### src/rtl/ddr3_sched_pkg.sv
// Shared types and constants for the DDR3 app-interface scheduler.
package ddr3_sched_pkg;

    localparam int PTR_W = 21;

    localparam logic [2:0] CMD_WRITE = 3'b000;
    localparam logic [2:0] CMD_READ  = 3'b001;

    typedef enum logic [1:0] {
        ST_IDLE = 2'd0,
        ST_ARB  = 2'd1,
        ST_WR   = 2'd2,
        ST_RD   = 2'd3
    } sched_state_e;

    function automatic logic [31:0] word_addr(input logic [PTR_W-1:0] ptr,
                                              input int unsigned step);
        return 32'(ptr) * step;
    endfunction

endpackage

### src/rtl/ddr3_rd_credit.sv
// Outstanding-read tracker: allows another read only while the destination FIFO
// has room for every read in flight plus one more.
module ddr3_rd_credit #(
    parameter int CNT_W = 10
) (
    input  logic             clk,
    input  logic             sys_rst,
    input  logic             rd_accept_i,
    input  logic             rd_valid_i,
    input  logic [CNT_W-1:0] space_i,
    output logic             credit_ok_o
);

    logic [CNT_W:0] outstanding_q;
    logic [CNT_W:0] outstanding_d;

    // Next outstanding count; accept and return in one cycle cancel out.
    always_comb begin
        outstanding_d = outstanding_q;
        if (rd_accept_i && !rd_valid_i) begin
            outstanding_d = outstanding_q + (CNT_W+1)'(1);
        end else if (!rd_accept_i && rd_valid_i && (outstanding_q != '0)) begin
            outstanding_d = outstanding_q - (CNT_W+1)'(1);
        end else begin
            outstanding_d = outstanding_q;
        end
    end

    // Outstanding-read counter register.
    always_ff @(posedge clk) begin
        if (!sys_rst) begin
            outstanding_q <= '0;
        end else begin
            outstanding_q <= outstanding_d;
        end
    end

    assign credit_ok_o = ({1'b0, space_i} > outstanding_d);

endmodule

### src/rtl/ddr3_app_scheduler.sv
// Round-robin write/read burst scheduler for the MIG DDR3 app interface.
// Optional looped playback is enabled with the DDR3_SCHED_LOOP_EN macro.
module ddr3_app_scheduler
    import ddr3_sched_pkg::*;
#(
    parameter int          ADDR_W    = 29,
    parameter int          DATA_W    = 256,
    parameter int          BURST_LEN = 8,
    parameter int unsigned ADDR_STEP = 8,
    parameter int          MEM_WORDS = 1048576,
    parameter int          CNT_W     = 10
) (
    input  logic              clk,
    input  logic              sys_rst,
    input  logic              init_calib_complete,
    input  logic              clear,
    input  logic              loop_en,
    input  logic [DATA_W-1:0] wr_fifo_dout,
    input  logic [CNT_W-1:0]  wr_fifo_count,
    output logic              wr_fifo_rd_en,
    input  logic [CNT_W-1:0]  rd_fifo_space,
    output logic [ADDR_W-1:0] app_addr,
    output logic [2:0]        app_cmd,
    output logic              app_en,
    input  logic              app_rdy,
    output logic [DATA_W-1:0] app_wdf_data,
    output logic              app_wdf_wren,
    output logic              app_wdf_end,
    input  logic              app_wdf_rdy,
    input  logic              app_rd_data_valid,
    output logic [PTR_W-1:0]  wr_level,
    output logic [PTR_W-1:0]  rd_ptr,
    output logic              busy
);

    localparam int BEAT_W = $clog2(BURST_LEN + 1);

    sched_state_e      state_q, state_d;
    logic [PTR_W-1:0]  wr_level_q, wr_level_d;
    logic [PTR_W-1:0]  rd_ptr_q, rd_ptr_d;
    logic [BEAT_W-1:0] beat_q, beat_d;
    logic              last_rd_q, last_rd_d;
    logic              clear_pend_q, clear_pend_d;
    logic              app_en_q, app_en_d;
    logic              wren_q, wren_d;
    logic              pop_q, pop_d;
    logic              busy_q, busy_d;
    logic [2:0]        app_cmd_q, app_cmd_d;
    logic [ADDR_W-1:0] app_addr_q, app_addr_d;

    logic              rd_accept_s, credit_ok_s, loop_wrap_s;
    logic              wr_elig_s, rd_elig_s, cmd_left_s, data_left_s;
    logic [PTR_W-1:0]  rd_ptr_arb_s;

    assign rd_accept_s = (state_q == ST_RD) && app_en_q && app_rdy;

    ddr3_rd_credit #(.CNT_W(CNT_W)) u_credit (
        .clk         (clk),
        .sys_rst     (sys_rst),
        .rd_accept_i (rd_accept_s),
        .rd_valid_i  (app_rd_data_valid),
        .space_i     (rd_fifo_space),
        .credit_ok_o (credit_ok_s)
    );

`ifdef DDR3_SCHED_LOOP_EN
    assign loop_wrap_s = loop_en && (rd_ptr_q == wr_level_q) && (wr_level_q != '0);
`else
    // loop_en has no effect in this build.
    assign loop_wrap_s = loop_en & 1'b0;
`endif

    // The FIFO count still includes a word whose pop is in flight this cycle.
    assign wr_elig_s    = (wr_fifo_count > {{(CNT_W-1){1'b0}}, pop_q})
                       && (wr_level_q < PTR_W'(MEM_WORDS));
    assign rd_ptr_arb_s = loop_wrap_s ? '0 : rd_ptr_q;
    assign rd_elig_s    = (rd_ptr_arb_s < wr_level_q) && credit_ok_s;
    assign cmd_left_s   = app_en_q && !app_rdy;
    assign data_left_s  = wren_q && !app_wdf_rdy;

    // Arbitration, beat sequencing and next values of every registered output.
    always_comb begin
        state_d      = state_q;
        wr_level_d   = wr_level_q;
        rd_ptr_d     = rd_ptr_q;
        beat_d       = beat_q;
        last_rd_d    = last_rd_q;
        clear_pend_d = clear_pend_q | clear;
        app_en_d     = app_en_q;
        wren_d       = wren_q;
        pop_d        = 1'b0;
        app_cmd_d    = app_cmd_q;
        app_addr_d   = app_addr_q;
        case (state_q)
            ST_IDLE: begin
                app_en_d = 1'b0;
                wren_d   = 1'b0;
                if (init_calib_complete) begin
                    state_d = ST_ARB;
                end else begin
                    state_d = ST_IDLE;
                end
            end
            ST_ARB: begin
                if (!init_calib_complete) begin
                    state_d = ST_IDLE;
                end else if (clear_pend_q) begin
                    wr_level_d   = '0;
                    rd_ptr_d     = '0;
                    clear_pend_d = clear;
                end else begin
                    rd_ptr_d = rd_ptr_arb_s;
                    if (wr_elig_s && (!rd_elig_s || last_rd_q)) begin
                        state_d    = ST_WR;
                        last_rd_d  = 1'b0;
                        beat_d     = '0;
                        app_en_d   = 1'b1;
                        wren_d     = 1'b1;
                        app_cmd_d  = CMD_WRITE;
                        app_addr_d = ADDR_W'(word_addr(wr_level_q, ADDR_STEP));
                    end else if (rd_elig_s) begin
                        state_d    = ST_RD;
                        last_rd_d  = 1'b1;
                        beat_d     = '0;
                        app_en_d   = 1'b1;
                        app_cmd_d  = CMD_READ;
                        app_addr_d = ADDR_W'(word_addr(rd_ptr_arb_s, ADDR_STEP));
                    end else begin
                        state_d = ST_ARB;
                    end
                end
            end
            ST_WR: begin
                if (pop_q) begin
                    // FIFO head advances during this cycle; the next beat starts after it.
                    if (init_calib_complete && (beat_q < BEAT_W'(BURST_LEN)) && wr_elig_s) begin
                        app_en_d   = 1'b1;
                        wren_d     = 1'b1;
                        app_addr_d = ADDR_W'(word_addr(wr_level_q, ADDR_STEP));
                    end else if (init_calib_complete) begin
                        state_d = ST_ARB;
                    end else begin
                        state_d = ST_IDLE;
                    end
                end else begin
                    app_en_d = cmd_left_s;
                    wren_d   = data_left_s;
                    if (!cmd_left_s && !data_left_s) begin
                        pop_d      = 1'b1;
                        wr_level_d = wr_level_q + PTR_W'(1);
                        beat_d     = beat_q + BEAT_W'(1);
                    end else begin
                        pop_d = 1'b0;
                    end
                end
            end
            ST_RD: begin
                if (rd_accept_s) begin
                    rd_ptr_d = rd_ptr_q + PTR_W'(1);
                    beat_d   = beat_q + BEAT_W'(1);
                    if (init_calib_complete && (beat_d < BEAT_W'(BURST_LEN))
                        && (rd_ptr_d < wr_level_q) && credit_ok_s) begin
                        app_en_d   = 1'b1;
                        app_addr_d = ADDR_W'(word_addr(rd_ptr_d, ADDR_STEP));
                    end else begin
                        app_en_d = 1'b0;
                        state_d  = init_calib_complete ? ST_ARB : ST_IDLE;
                    end
                end else if (!app_en_q) begin
                    state_d = ST_ARB;
                end else begin
                    app_en_d = 1'b1;
                end
            end
            default: begin
                state_d  = ST_IDLE;
                app_en_d = 1'b0;
                wren_d   = 1'b0;
            end
        endcase
        busy_d = (state_d == ST_WR) || (state_d == ST_RD);
    end

    // State, pointer and output registers.
    always_ff @(posedge clk) begin
        if (!sys_rst) begin
            state_q      <= ST_IDLE;
            wr_level_q   <= '0;
            rd_ptr_q     <= '0;
            beat_q       <= '0;
            last_rd_q    <= 1'b1;
            clear_pend_q <= 1'b0;
            app_en_q     <= 1'b0;
            wren_q       <= 1'b0;
            pop_q        <= 1'b0;
            busy_q       <= 1'b0;
            app_cmd_q    <= CMD_WRITE;
            app_addr_q   <= '0;
        end else begin
            state_q      <= state_d;
            wr_level_q   <= wr_level_d;
            rd_ptr_q     <= rd_ptr_d;
            beat_q       <= beat_d;
            last_rd_q    <= last_rd_d;
            clear_pend_q <= clear_pend_d;
            app_en_q     <= app_en_d;
            wren_q       <= wren_d;
            pop_q        <= pop_d;
            busy_q       <= busy_d;
            app_cmd_q    <= app_cmd_d;
            app_addr_q   <= app_addr_d;
        end
    end

    // The FWFT head is held until popped, so it is stable for the whole data phase.
    assign app_wdf_data  = wr_fifo_dout & {DATA_W{wren_q}};
    assign app_wdf_wren  = wren_q;
    assign app_wdf_end   = wren_q;
    assign app_en        = app_en_q;
    assign app_cmd       = app_cmd_q;
    assign app_addr      = app_addr_q;
    assign wr_fifo_rd_en = pop_q;
    assign wr_level      = wr_level_q;
    assign rd_ptr        = rd_ptr_q;
    assign busy          = busy_q;

endmodule

### config.mk
export PLATFORM = sky130hd
export DESIGN_NAME = ddr3_app_scheduler
export DESIGN_NICKNAME = d
export VERILOG_FILES = /design/src/rtl/ddr3_sched_pkg.sv /design/src/rtl/ddr3_rd_credit.sv /design/src/rtl/ddr3_app_scheduler.sv
export SDC_FILE = /design/constraint.sdc
export NUM_CORES = 1
export LEC_CHECK = 0
export CAP_MARGIN = 30
export CORE_AREA = 2 2 237 239
export CTS_BUF_LIST = sky130_fd_sc_hd__clkbuf_4
export DETAILED_ROUTE_END_ITERATION = 10
export DIE_AREA = 0 0 239 241
export SYNTH_ARGS = -nofsm -noshare
export SYNTH_HDL_FRONTEND = slang
export SYNTH_SLANG_ARGS = --single-unit
export TNS_END_PERCENT = 1
### constraint.sdc
create_clock -name clk -period 6.6 [get_ports clk]
set_clock_uncertainty 0.15 [all_clocks]
set_input_delay 1.32 -clock clk [delete_from_list [all_inputs] [get_ports clk]]
set_output_delay 1.32 -clock clk [all_outputs]
set_load 0.01 [all_outputs]
# Word level (Yosys, flattened, before mapping)
# Cells that the tools add are included.
[totals]
latch_bits = 0
output_inout_bits = 335
ram_bits = 0
mem_bits_ro = 0
elab_cells = 146
n_memories = 0
reg_bits = 97
in_bits = 284
[classes]
bitwise_logic = 5
shift = 0
multipliers = 0
n_eq_ne = 17
mux = 59
n_addsub = 5
n_reduce_logical = 40
div_mod_pow = 0
n_lt_le_gt_ge = 7
[op_table]
columns = ["cell", "n"]
rows = [
  ["bitwise AND 256 bit", 1],
  ["2-to-1 mux 29 bit", 8],
  ["2-to-1 mux 21 bit", 5],
  ["case mux 29 bit (3 select lines)", 1],
  ["case mux 21 bit (2 select lines)", 2],
  ["adder 21 x 1 -> 21 bit, second input constant", 2],
  ["< comparator 21 bit", 2],
  ["2-to-1 mux 4 bit", 7],
  ["2-to-1 mux 11 bit", 2],
  ["< comparator 21 bit, second input constant", 1],
  ["2-to-1 mux 1 bit", 19],
  ["2-to-1 mux 2 bit", 9],
  ["logical AND 1 bit", 16],
  ["!= test 2 bit, second input constant", 8],
  ["case mux 4 bit (3 select lines)", 1],
  ["AND reduction 4 bit", 3],
  ["adder 11 x 1 -> 11 bit, second input constant", 1],
  ["greater-than comparator 10 x 11 -> 1 bit", 1],
  ["nonzero test 11 bit", 1],
  ["subtractor 11 x 1 -> 11 bit, second input constant", 1],
  ["greater-than comparator 10 x 1 -> 1 bit", 1],
  ["AND reduction 5 bit", 2],
  ["equality test 2 bit, second input constant", 4],
  ["< comparator 4 bit, second input constant", 2],
  ["other kinds (18)", 33],
]

# Depth between registers and ports, before layout
[logic_depth]
depth_word = 19
mapped_depth = 19

# Cells and area by module
# Synthesis repeated with hierarchy kept, for this count alone.
[unflattened]
cells_unflattened = 1099
hier_area_um2 = 8339.2
[modules_own_cells]
columns = ["module", "cells_per_inst", "n_inst", "area_each_um2", "seq_area_each_um2"]
rows = [
  ["ddr3_app_scheduler", 963, 1, 7241.9, 1521.5],
  ["ddr3_rd_credit", 136, 1, 1097.3, 220.2],
]

# Worst setup path before layout
# No wires, ideal clock.
[synth_timing]
path_kind = "input -> register"
startpoint = "in app_rdy"
endpoint = "reg beat_q[3]"
path_buffers = 0
required_ps = 6371
cell_stages = 17
arrival_ps = 4511
slack_ps = 1861
cell_sequence = "nand3_1 nand2_1 a31o_2 nor2_1 nor4b_1 a31oi_1 xor2_1 ha_1 a21o_1 a21oi_1 nand2_1 nor2_1 a2111oi_4 a21oi_2 or3_1 or4_1 o211ai_1"
[synth_between]
elab_chain_cells = 15
elab_cells_between_ends = 24
classes_between = "1 x order compare; 3 x eq/ne; 6 x mux; 14 x reduce/logical"
[synth_rtl]
columns = ["item", "line", "rtl"]
rows = [
  ["from (decl)", "ddr3_app_scheduler.sv:25", "input logic app_rdy,"],
  ["logical AND 1 bit", "ddr3_app_scheduler.sv:55", "assign rd_accept_s = (state_q == ST_RD) && app_en_q && app_rdy;"],
  ["logical NOT 1 bit", "ddr3_rd_credit.sv:22", "end else if (!rd_accept_i && rd_valid_i && (outstanding_q != '0)) begin"],
  ["logical AND 1 bit (2 in series)", "ddr3_rd_credit.sv:22", ""],
  ["2-to-1 mux 11 bit", "ddr3_rd_credit.sv:22", ""],
  ["2-to-1 mux 11 bit", "ddr3_rd_credit.sv:20", "if (rd_accept_i && !rd_valid_i) begin"],
  ["greater-than comparator 10 x 11 -> 1 bit", "ddr3_rd_credit.sv:38", "assign credit_ok_o = ({1'b0, space_i} > outstanding_d);"],
  ["logical AND 1 bit", "ddr3_app_scheduler.sv:77", "assign rd_elig_s = (rd_ptr_arb_s < wr_level_q) && credit_ok_s;"],
  ["logical NOT 1 bit", "ddr3_app_scheduler.sv:113", "if (wr_elig_s && (!rd_elig_s || last_rd_q)) begin"],
  ["logical OR 1 bit", "ddr3_app_scheduler.sv:113", ""],
  ["logical AND 1 bit", "ddr3_app_scheduler.sv:113", ""],
  ["2-to-1 mux 4 bit", "ddr3_app_scheduler.sv:113", ""],
  ["2-to-1 mux 4 bit", "ddr3_app_scheduler.sv:107", "end else if (clear_pend_q) begin"],
  ["2-to-1 mux 4 bit", "ddr3_app_scheduler.sv:105", "if (!init_calib_complete) begin"],
  ["case mux 4 bit (3 select lines)", "ddr3_app_scheduler.sv:94", "case (state_q)"],
  ["to (signal assigned)", "ddr3_app_scheduler.sv:203", "beat_q <= beat_d;"],
  ["to (decl)", "ddr3_app_scheduler.sv:41", "logic [BEAT_W-1:0] beat_q, beat_d;"],
]
# Several ways; a longest one is shown, not always the timed one. The select of a mux whose other input is x is not followed.
# A chain may end at the register's enable or synchronous reset.

# Worst setup path in the final report
[layout_timing]
startpoint = "in app_rdy"
endpoint = "reg app_addr_q[17] (netlist: app_addr[17])"
[layout_between]
elab_chain_cells = 15
elab_cells_between_ends = 21
classes_between = "1 x order compare; 3 x eq/ne; 6 x mux; 11 x reduce/logical"
[layout_rtl]
columns = ["item", "line", "rtl"]
rows = [
  ["logical AND 1 bit *", "ddr3_app_scheduler.sv:55", ""],
  ["logical NOT 1 bit", "ddr3_rd_credit.sv:22", ""],
  ["logical AND 1 bit (2 in series)", "ddr3_rd_credit.sv:22", ""],
  ["2-to-1 mux 11 bit", "ddr3_rd_credit.sv:22", ""],
  ["2-to-1 mux 11 bit", "ddr3_rd_credit.sv:20", ""],
  ["greater-than comparator 10 x 11 -> 1 bit", "ddr3_rd_credit.sv:38", ""],
  ["logical AND 1 bit", "ddr3_app_scheduler.sv:77", ""],
  ["logical NOT 1 bit", "ddr3_app_scheduler.sv:113", ""],
  ["logical OR 1 bit", "ddr3_app_scheduler.sv:113", ""],
  ["logical AND 1 bit", "ddr3_app_scheduler.sv:113", ""],
  ["2-to-1 mux 29 bit", "ddr3_app_scheduler.sv:113", ""],
  ["2-to-1 mux 29 bit", "ddr3_app_scheduler.sv:107", ""],
  ["2-to-1 mux 29 bit", "ddr3_app_scheduler.sv:105", ""],
  ["case mux 29 bit (3 select lines)", "ddr3_app_scheduler.sv:94", ""],
  ["to (signal assigned)", "ddr3_app_scheduler.sv:211", "app_addr_q <= app_addr_d;"],
  ["to (decl)", "ddr3_app_scheduler.sv:49", "logic [ADDR_W-1:0] app_addr_q, app_addr_d;"],
]
# Mark *: on every way between the ends. The rest lies on a longest branch, timed or not. The select of a mux whose other input is x is not followed.

==> results.tsv <==
stage	metric	value	unit
status	run status	finished, final reports clean	
cells_and_area	fin area	0.0149	mm²
setup_path	crit start category	input port	
pwr	Leak	5.53	nW
placement	Placed Cells	2323	
die	Die H	241	µm
timing	# setup viols final	0	
setup_path	CP endpoint kind	register	
timing	Final min period	5650	ps
die	I/O pin count	619	
yosys	sequential element share of the synthesized area	22.2	%
die	total core area	0.0549	mm²
cells_and_area	Final Non-Filler Cells	2360	
clock_tree	# H-tree levels	3	
pwr	total power	0.00170	W
yosys	post-synth top area share	22.2	%
clock_tree	Post-CTS Setup Bufs	0	
clock_tree	clk slew on worst S/H paths	170	ps
setup_path	crit path launch	app_rdy	
placement	Post-DP HPWL	65800	µm
yosys	syn avg cell area	7.37	µm²
timing	Final TNS setup	0	ps
clock_tree	total CTS buffers	9	
grt	first-pass GRT wire length	91900	µm
setup_path	CP max FO	34	
die	Initial Util	14.3	%
pwr	peak supply drop	0.0882	mV
yosys	Ys Warns	0	
route	Pre-Repair DR Iteration Count	5	
yosys	Synth area leader	dfxtp_1	
route	DRT iter0 DRCs	710	
die	Die Area	0.0576	mm²
cells_and_area	layout cells sized above 1	2.87	%
yosys	main area contributors after synthesis	dfxtp_1 (22%), and2_1 (21%), ha_1 (9.9%), nand2_1 (4.6%), nor2_1 (4.2%)	
clock_tree	# hold bufs at CTS	0	
timing	max-slew violation count	0	
route	metal2 WL	32800	µm
die	Die W	239	µm
grt	initial antenna violation count	90	
clock_tree	Skew-Pair Late Insertion Delay	500	ps
min_path	Hold Path Origin	app_addr[12]	
timing	Worst slew margin	33.4	%
route	DRT Wirelength	72800	µm
yosys	#FFs+latches synth	87	
cells_and_area	post-layout util	27.1	%
pwr	PD cells	114	mW/mm²
route	Post-Route M1 WL	27000	µm
route	DRC	0	
clock_tree	cell chosen for the clock root	clkbuf_4	
grt	largest net degree at the start of global routing	110	
yosys	most frequent cell after synthesis	and2_1	
die	Cell Rows	86	
yosys	number of flops mapped to enable cells by yosys	0	
cells_and_area	Final #Nets	1976	
yosys	Mapped Cells	1066	
yosys	synth cell count leaders	and2_1 (264), nand2_1 (96), dfxtp_1 (87), nor2_1 (87), ha_1 (62)	
yosys	Synth async-reset ratio	0	%
cells_and_area	Area growth syn-to-layout	89.2	%
timing	max frequency	177	MHz
route	Wirelength per Cell	30.8	µm
setup_path	critical path class	in2reg	
placement	Routability Congestion	0.895	
placement	PortBufs	607	
setup_path	Crit path required time	6870	ps
grt	Congestion Overflow GR	0	
yosys	cell area after synthesis	0.00786	mm²
min_path	Hold Path Class	reg2reg	
setup_path	worst reg2reg setup slack	1080	ps
grt	vias in the first global route	10100	
timing	Hold Vio Cnt, Final	0	
placement	area post-placement	0.0146	mm²
yosys	synth unique cells	70	
route	top routing layer in use	met5	
clock_tree	post-cts sizing count	0	
route	vias per std cell	4.44	
clock_tree	clk sink count	87	
job	max cap viols	0	
timing	Worst-Margin Slew	1000	ps
setup_path	worst reg2reg startpoint	rd_ptr[0]	
timing	RSZ-0062 raised after global routing	false	
route	Routed met3 length	10500	µm
clock_tree	CTS tree	yes	
setup_path	Critical Path AT	5920	ps
route	Final ANT Viol Nets	0	
route	total number of vias	10500	
timing	period utilisation layout	85.6	%
grt	Overall Global Routing Usage	24.2	%
clock_tree	CTS max path bufs	2	
yosys	Primary FF master, synth	dfxtp_1	
## worst paths after layout
path                   to  depth (start not counted)
max          app_addr[17]                         19
min          app_addr[12]                          2
max reg2reg  app_addr[17]                         17
min reg2reg  app_addr[12]                          2
## routing by layer
metal | up-vias | GRT usage [%]
li1 | 4778 | -
met1 | 4864 | 26.1
met2 | 620 | 38.6
met3 | 164 | 15.4
met4 | 44 | 7.67
met5 | - | 0
## stage by stage
stage	hold WS, ps	worst slack, ps
floorplan	293	1860
global placement	325	576
finish	369	953
CTS	369	1040
detailed placement	340	502
global route	399	606
## sequential cells by signal, indices dropped and copies added, names as in the netlist
signal	cells
beat_q	4
u_credit.outstanding_q	11
state_q	2
wr_fifo_rd_en	1
app_addr	21
last_rd_q	1
rd_ptr	21
app_cmd	1
clear_pend_q	1
wr_level	21
app_wdf_end	1
busy	1
app_en	1
## layout make-up
cell class / instances / area, µm²
Fill cell: 5997 / 40000
Timing Repair Buffer: 618 / 6170
Multi-Input combinational cell: 878 / 5710
Sequential cell: 87 / 1750
Tap cell: 704 / 881
Inverter: 36 / 135
Clock inverter: 7 / 103
Clock buffer: 9 / 67.6
Antenna cell: 21 / 52.6
## worst max-delay path, cell delays in order
cell	delay (ps)
clkdlybuf4s50_1	580
nand3_1	220
nand2_1	150
a31o_2	260
nor2_1	220
nor4b_1	290
a31oi_1	90
xor2_1	180
ha_1	310
a21o_1	110
a21oi_1	130
nand2_1	90
nor2_1	60
a2111oi_4	640
a21oi_2	180
nor4b_4	310
buf_4	410
nor2_1	80
a311oi_1	260
## cells in the final DEF, fill, tap and decap left out, drive strengths merged, types with 3 or more instances in the layout
cell type,n
a211o,7
a211oi,8
a21o,10
a21oi,46
a221oi,3
a22oi,29
a311oi,12
a31o,5
a31oi,12
and2,267
and3,12
buf,11
clkbuf,9
clkdlybuf4s50,607
conb,10
dfxtp,87
diode,21
ha,62
inv,39
mux2i,4
nand2,96
nand2b,4
nand3,32
nand4,20
nor2,87
nor2b,6
nor3,16
nor3b,4
nor4,3
o211a,5
o211ai,5
o21ai,25
or2,3
or3,4
or4,3
xnor2,36
xor2,13
## power by group
group / switching (W) / internal (W) / leakage (nW) / total [W]
Sequential: 0.0000509 / 0.000561 / 0.707 / 0.000612
Combinational: 0.000338 / 0.000362 / 4.74 / 0.000700
Clock: 0.000224 / 0.000159 / 0.0882 / 0.000383
Total: 0.000613 / 0.00108 / 5.53 / 0.00170
## logic make-up after synthesis
logic type,after synthesis,share of synthesized area (%)
and+or+nand+nor,564,38.9
DFF,87,22.2
adders and majority gates,62,9.87
AOI/OAI and AO/OA,188,16.9
other,1,0.0477
xor gates and xnor gates,49,5.56
buffers and inverters,110,5.88
muxes,5,0.653
Note: power is estimated with default switching activity, not from simulation.
